$ cat src/rtl/sw_submit_capture_pkg.sv
// Shared game constants: pattern type, idle code, capture FSM encoding, debounce length.
// Used by the capture block, the level/sequence stage and the display logic.
package sw_submit_capture_pkg;

  typedef logic [3:0] pattern_t;

  localparam pattern_t PATTERN_IDLE          = 4'b1111;
  localparam int       NUM_SW                = 4;
  localparam int       DEBOUNCE_CYCLES_25MHZ = 250_000;
  localparam int       SYNC_STAGES_DEFAULT   = 2;

  localparam logic [2:0] ST_IDLE    = 3'd0;
  localparam logic [2:0] ST_ARMED   = 3'd1;
  localparam logic [2:0] ST_PENDING = 3'd2;
  localparam logic [2:0] ST_FIRE    = 3'd3;
  localparam logic [2:0] ST_HOLD    = 3'd4;

endpackage

$ cat src/rtl/sw_submit_capture_debounce_bit.sv
// Synchroniser plus stability counter for one raw asynchronous bit.
// Level follows raw input SYNC_STAGES+DEBOUNCE_CYCLES cycles after it settles; no backpressure.
module debounce_bit #(
  parameter int DEBOUNCE_CYCLES = 250_000,
  parameter int SYNC_STAGES     = 2
) (
  input  logic clk,
  input  logic rst,
  input  logic raw_i,
  output logic level_o,
  output logic stable_o
);

  localparam int            CW       = $clog2(DEBOUNCE_CYCLES + 1);
  localparam logic [CW-1:0] CNT_LAST = CW'(DEBOUNCE_CYCLES - 1);
  // Counter parks at DEBOUNCE_CYCLES once the input has been judged stable.
  localparam logic [CW-1:0] CNT_STOP = CW'(DEBOUNCE_CYCLES);

  logic [SYNC_STAGES-1:0] sync_q;
  logic                   sync_bit;
  logic                   prev_q;
  logic                   level_q, level_d;
  logic [CW-1:0]          cnt_q, cnt_d;

  assign sync_bit = sync_q[SYNC_STAGES-1];

  always_comb begin
    cnt_d   = cnt_q;
    level_d = level_q;
    if (sync_bit != prev_q) begin
      cnt_d = '0;
    end else if (cnt_q == CNT_LAST) begin
      cnt_d   = CNT_STOP;
      level_d = sync_bit;
    end else if (cnt_q != CNT_STOP) begin
      cnt_d = cnt_q + CW'(1);
    end
  end

  always_ff @(posedge clk) begin
    if (rst) begin
      sync_q  <= '0;
      prev_q  <= 1'b0;
      level_q <= 1'b0;
      cnt_q   <= CNT_STOP;
    end else begin
      sync_q  <= {sync_q[SYNC_STAGES-2:0], raw_i};
      prev_q  <= sync_bit;
      level_q <= level_d;
      cnt_q   <= cnt_d;
    end
  end

  assign level_o  = level_q;
  assign stable_o = (cnt_q == CNT_STOP);

endmodule

$ cat src/rtl/sw_submit_capture.sv
// Debounced switch/button capture: one single-cycle pattern (or reject) pulse per clean press.
// change appears SYNC_STAGES+DEBOUNCE_CYCLES+2 cycles after a clean press; no backpressure.
module sw_submit_capture
  import sw_submit_capture_pkg::*;
#(
  parameter int       DEBOUNCE_CYCLES = DEBOUNCE_CYCLES_25MHZ,
  parameter int       SYNC_STAGES     = SYNC_STAGES_DEFAULT,
  parameter pattern_t IDLE_CODE       = PATTERN_IDLE
) (
  input  logic       clk,
  input  logic       rst,
  input  logic       enable,
  input  logic [3:0] sw,
  input  logic       btn,
  output logic [3:0] change,
  output logic       rejected,
  output logic       armed
);

  localparam int            NB          = NUM_SW + 1;
  localparam int            SETW        = $clog2(SYNC_STAGES + 2);
  localparam logic [SETW-1:0] SETTLE_LAST = SETW'(SYNC_STAGES + 1);

  logic [NB-1:0] raw_vec;
  logic [NB-1:0] lvl;
  logic [NB-1:0] stb;

  assign raw_vec = {btn, sw};

  for (genvar i = 0; i < NB; i++) begin : g_deb
    debounce_bit #(
      .DEBOUNCE_CYCLES(DEBOUNCE_CYCLES),
      .SYNC_STAGES    (SYNC_STAGES)
    ) u_deb (
      .clk     (clk),
      .rst     (rst),
      .raw_i   (raw_vec[i]),
      .level_o (lvl[i]),
      .stable_o(stb[i])
    );
  end

  pattern_t sw_lvl;
  logic     btn_lvl, btn_stable, sw_stable_all, btn_rise, settle_done;

  logic [2:0]      state_q, state_d;
  logic            btn_prev_q;
  logic [SETW-1:0] settle_q;
  pattern_t        change_q, change_d;
  logic            rejected_q, rejected_d;
  logic            armed_q;

  assign sw_lvl        = lvl[NUM_SW-1:0];
  assign btn_lvl       = lvl[NUM_SW];
  assign btn_stable    = stb[NUM_SW];
  assign sw_stable_all = &stb[NUM_SW-1:0];
  assign btn_rise      = btn_lvl & ~btn_prev_q;
  assign settle_done   = (settle_q == SETTLE_LAST);

  // IDLE waits for the synchronisers to flush and the button to settle, so a
  // button held through reset is seen as held (HOLD) rather than as a new press.
  always_comb begin
    state_d = state_q;
    case (state_q)
      ST_IDLE:    if (settle_done && btn_stable) state_d = btn_lvl ? ST_HOLD : ST_ARMED;
      ST_ARMED:   if (btn_rise) state_d = sw_stable_all ? ST_FIRE : ST_PENDING;
      ST_PENDING: begin
        if (!btn_lvl)          state_d = ST_ARMED;
        else if (sw_stable_all) state_d = ST_FIRE;
      end
      ST_FIRE:    state_d = ST_HOLD;
      ST_HOLD:    if (!btn_lvl) state_d = ST_ARMED;
      default:    state_d = ST_IDLE;
    endcase
    if (!enable) state_d = ST_IDLE;
  end

  always_comb begin
    change_d   = IDLE_CODE;
    rejected_d = 1'b0;
    if (state_q == ST_FIRE && enable) begin
      if (sw_lvl == IDLE_CODE) rejected_d = 1'b1;
      else                     change_d   = sw_lvl;
    end
  end

  always_ff @(posedge clk) begin
    if (rst) begin
      state_q    <= ST_IDLE;
      btn_prev_q <= 1'b0;
      settle_q   <= '0;
      change_q   <= IDLE_CODE;
      rejected_q <= 1'b0;
      armed_q    <= 1'b0;
    end else begin
      state_q    <= state_d;
      btn_prev_q <= btn_lvl;
      if (!settle_done) settle_q <= settle_q + SETW'(1);
      change_q   <= change_d;
      rejected_q <= rejected_d;
      armed_q    <= (state_d == ST_ARMED);
    end
  end

  assign change   = change_q;
  assign rejected = rejected_q;
  assign armed    = armed_q;

endmodule
$ cat config.mk
export PLATFORM = sky130hd
export DESIGN_NAME = sw_submit_capture
export DESIGN_NICKNAME = d
export VERILOG_FILES = /design/src/rtl/sw_submit_capture_pkg.sv /design/src/rtl/sw_submit_capture_debounce_bit.sv /design/src/rtl/sw_submit_capture.sv
export SDC_FILE = /design/constraint.sdc
export NUM_CORES = 1
export LEC_CHECK = 0
export ABC_AREA = 1
export BUFFER_PORTS_ARGS = -buffer_cell sky130_fd_sc_hd__buf_4
export CAP_MARGIN = 20
export CORE_ASPECT_RATIO = 0.9
export CORE_MARGIN = 3
export CORE_UTILIZATION = 47
export CTS_BUF_LIST = sky130_fd_sc_hd__clkbuf_4
export DETAILED_ROUTE_END_ITERATION = 7
export PLACE_DENSITY = 0.67
export SLEW_MARGIN = 20
export SYNTH_ARGS = -nofsm -noshare
export SYNTH_HDL_FRONTEND = slang
export SYNTH_SLANG_ARGS = --single-unit
$ cat constraint.sdc
create_clock -name clk -period 1.45 [get_ports clk]
set_clock_uncertainty 0.1 [all_clocks]
set_input_delay 0.2175 -clock clk [delete_from_list [all_inputs] [get_ports clk]]
set_output_delay 0.2175 -clock clk [all_outputs]
set_load 0.02 [all_outputs]
==> flow_summary.json <==
{
  "status": "finished, violations left",
  "violations": "DRC, setup timing",
  "area_delta_synth_final_pct": 56.4,
  "reg2reg_from": "g_deb[2].u_deb.cnt_q[7]$_SDFFE_PP1P_",
  "critical_path_required_ns": 1.80,
  "clkSlewWorstSetupHoldPaths_ns": 0.12,
  "grt_pass1_wl_um": 26200,
  "path_class": "reg -> reg",
  "die_y_um": 114,
  "dr.first_iter.drc_count": 509,
  "max-clock-path-buffers": 2,
  "synth_area_leaders": "dfxtp_1 (40%), nand2_1 (9.1%), inv_1 (7.4%)",
  "yosysTopAreaCell": "dfxtp_1",
  "ys_async_sr_fraction_pct": 0,
  "post-synth-top-count-cell": "nand2_1",
  "vdd_drop_max_uv": 1330,
  "slew_headroom_pct": 65.8,
  "start_util_pct": 49.2,
  "insertion_delay_ns": 0.56,
  "yosysSeqAreaShare_pct": 40.2,
  "die_area_um2": 14300,
  "cpPeakStageDelay_ns": 0.37,
  "ys_types": 50,
  "crit_slowest_cell": "dfxtp_1",
  "routed_wl_um": 18600,
  "htree_num_levels": 4,
  "synth_top_area_share_pct": 40.2,
  "slew_viol_final": 0,
  "core_area_um2": 12400,
  "layout.nets": 1080,
  "antenna_found_initial": 0,
  "grt_pass1_vias": 6014,
  "grt_max_degree": 24,
  "cap_violations": 0,
  "hold_viol": 0,
  "period_needed_ns": 1.76,
  "setup_viol": 96,
  "cts_made_buffers": 17,
  "ys_ff_latch": 122,
  "syn_area_um2": 6080,
  "fill_cells": 791,
  "first_pass_iters": 8,
  "rsz0062_at_grt": "yes",
  "crit_path_cell_trace": "inv_1 -> nor3_2 -> nand4_1 -> or2_1 -> buf_4 -> nand2_1 -> a21oi_1",
  "synthTopCellsByCount": "nand2_1 (148), dfxtp_1 (122), inv_1 (120)",
  "cts_tree": "yes",
  "vias_per_cell": 5.26,
  "synth_nets": 849,
  "clockRootBuffer": "clkbuf_4",
  "synth_edf_count": 0,
  "crit_buf_inv": 2,
  "synthFlopType": "dfxtp_1",
  "hpwl_um": 10400,
  "setup_slack_ns": -0.312,
  "fin_util_pct": 76.9,
  "crit_family": "simple AND/OR/NAND/NOR gates",
  "hp-class": "in -> reg",
  "synthCells": 830,
  "overflow": 0,
  "worst_pin_slew_ns": 0.508,
  "ant_nets": 0,
  "row_count": 38,
  "gp_congestion": 0.892,
  "post-route-period-util_pct": 121,
  "worstHoldStart": "sw[0]",
  "vias": 6495,
  "crit_arrival_ns": 2.11,
  "remaining_drc_errors": 1,
  "static-leakage-power_nw": 4.15,
  "port_buffers": 13,
  "io_pins": 14,
  "avgRoutedWirePerCell_um": 15.1,
  "die_w_um": 126,
  "ys_warn_count": 0,
  "powerDensity_nw_per_um2": 1560,
  "grtUsageTotal_pct": 21.9,
  "tns_ns": -15.89,
  "final_layout_size_suffix_gt1_share_pct": 49.7,
  "max_freq_ghz": 0.568,
  "endpoint_kind": "flip-flop",
  "n_antenna_cell": 0,
  "cp_max_fo": 3,
  "critPathLaunch": "g_deb[2].u_deb.cnt_q[7]$_SDFFE_PP1P_",
  "avgSynthCellArea_um2": 7.32,
  "cts.sinks": 122,
  "crit_path_start_kind": "flip-flop"
}
[final timing paths]
path                                          to  slack (ns)  depth (start not counted)
max reg2reg  g_deb[2].u_deb.level_o$_SDFFE_PP0P_       -0.31                          7
min          g_deb[0].u_deb.sync_q[0]$_SDFF_PP0_        0.30                          4
min reg2reg  g_deb[2].u_deb.sync_q[1]$_SDFF_PP0_        0.31                          2
max          g_deb[2].u_deb.level_o$_SDFFE_PP0P_       -0.31                          7
[report_power, final]
group	internal [mW]	total, mW	leakage, nW	switching (mW)
combinational	3.55	7.65	3.00	4.10
sequential	4.11	4.72	1.01	0.611
clock	1.02	2.45	0.146	1.43
[cell families after synthesis]
group / count (synthesis) / share of synthesized area, %
AND/OR/NAND/NOR: 419 / 35.0
buffers and inverters: 146 / 9.16
XOR/XNOR: 18 / 2.59
flip-flops: 122 / 40.2
AO/OA/AOI/OAI: 114 / 10.8
adder cells (fa/ha/maj): 11 / 2.26
[state kept, by name, indices dropped and copies added, names as in the netlist]
name and cells:
g_deb.u_deb.cnt_q 90, rejected 1, armed 1, settle_q 2, btn_prev_q 1, g_deb.u_deb.prev_q 5
state_q 3, g_deb.u_deb.sync_q 10, change 4, g_deb.u_deb.level_o 5
[cells in the final DEF (no fill, tap or decap), drive strengths merged, types with 7 or more instances in the layout]
master / netlist / routed
clkbuf: 3 / 17
nor3: 39 / 39
xor2: 13 / 13
nor2: 123 / 123
nand2: 159 / 159
nor3b: 7 / 7
ha: 11 / 11
inv: 135 / 136
nand3: 58 / 58
dfxtp: 122 / 122
buf: 5 / 212
dlygate4sd3: 0 / 8
a21oi: 53 / 53
nand4: 19 / 19
clkinv: 3 / 12
o21ai: 37 / 37
[worst reg2reg max path: stages, from the launching register on]
cell,delay [ns]
dfxtp_1,0.37
inv_1,0.09
nor3_2,0.29
nand4_1,0.23
or2_1,0.31
buf_4,0.14
nand2_1,0.06
a21oi_1,0.07
[timing repair]
action | in CTS | in global routing
resized for setup | 158 | 152
endpoints found under the hold margin | 36 | 0
buffers inserted | 16 | 38
endpoints found under the setup margin | 89 | 101
hold buffers | 8 | 0
pin swaps | 71 | 66
[metrics by stage]
stage	hold slack [ns]	power (mW)	std cells	cell area [um^2]	setup WS, ns
2_1_floorplan	0.224	7.67	830	6280	-0.103
5_1_grt	0.298	15.7	1234	9510	-0.389
4_1_cts	0.284	13.1	1198	8680	-0.179
6_report	0.296	14.8	1234	9510	-0.312
3_3_place_gp	0.290	9.59	1144	7680	-0.188
3_5_place_dp	0.295	9.81	1144	7680	-0.266
[cell type report]
class                   count  area [um^2]  share of cell area (%)
clock buffers              17          128                    1.34
clock inverters            15          151                    1.59
inverters                 138          567                    5.96
multi-input cells         562         4100                    43.1
flip-flops and latches    122         2510                    26.4
well taps                 160          200                    2.10
repair buffers            220         1860                    19.6
[routing by layer]
layer	wire (um)	GRT usage, %
met5	0	0
met3	967	5.81
met4	500	7.29
met1	7420	26.1
met2	9750	38.5
Power figures use the tool's default switching activity.
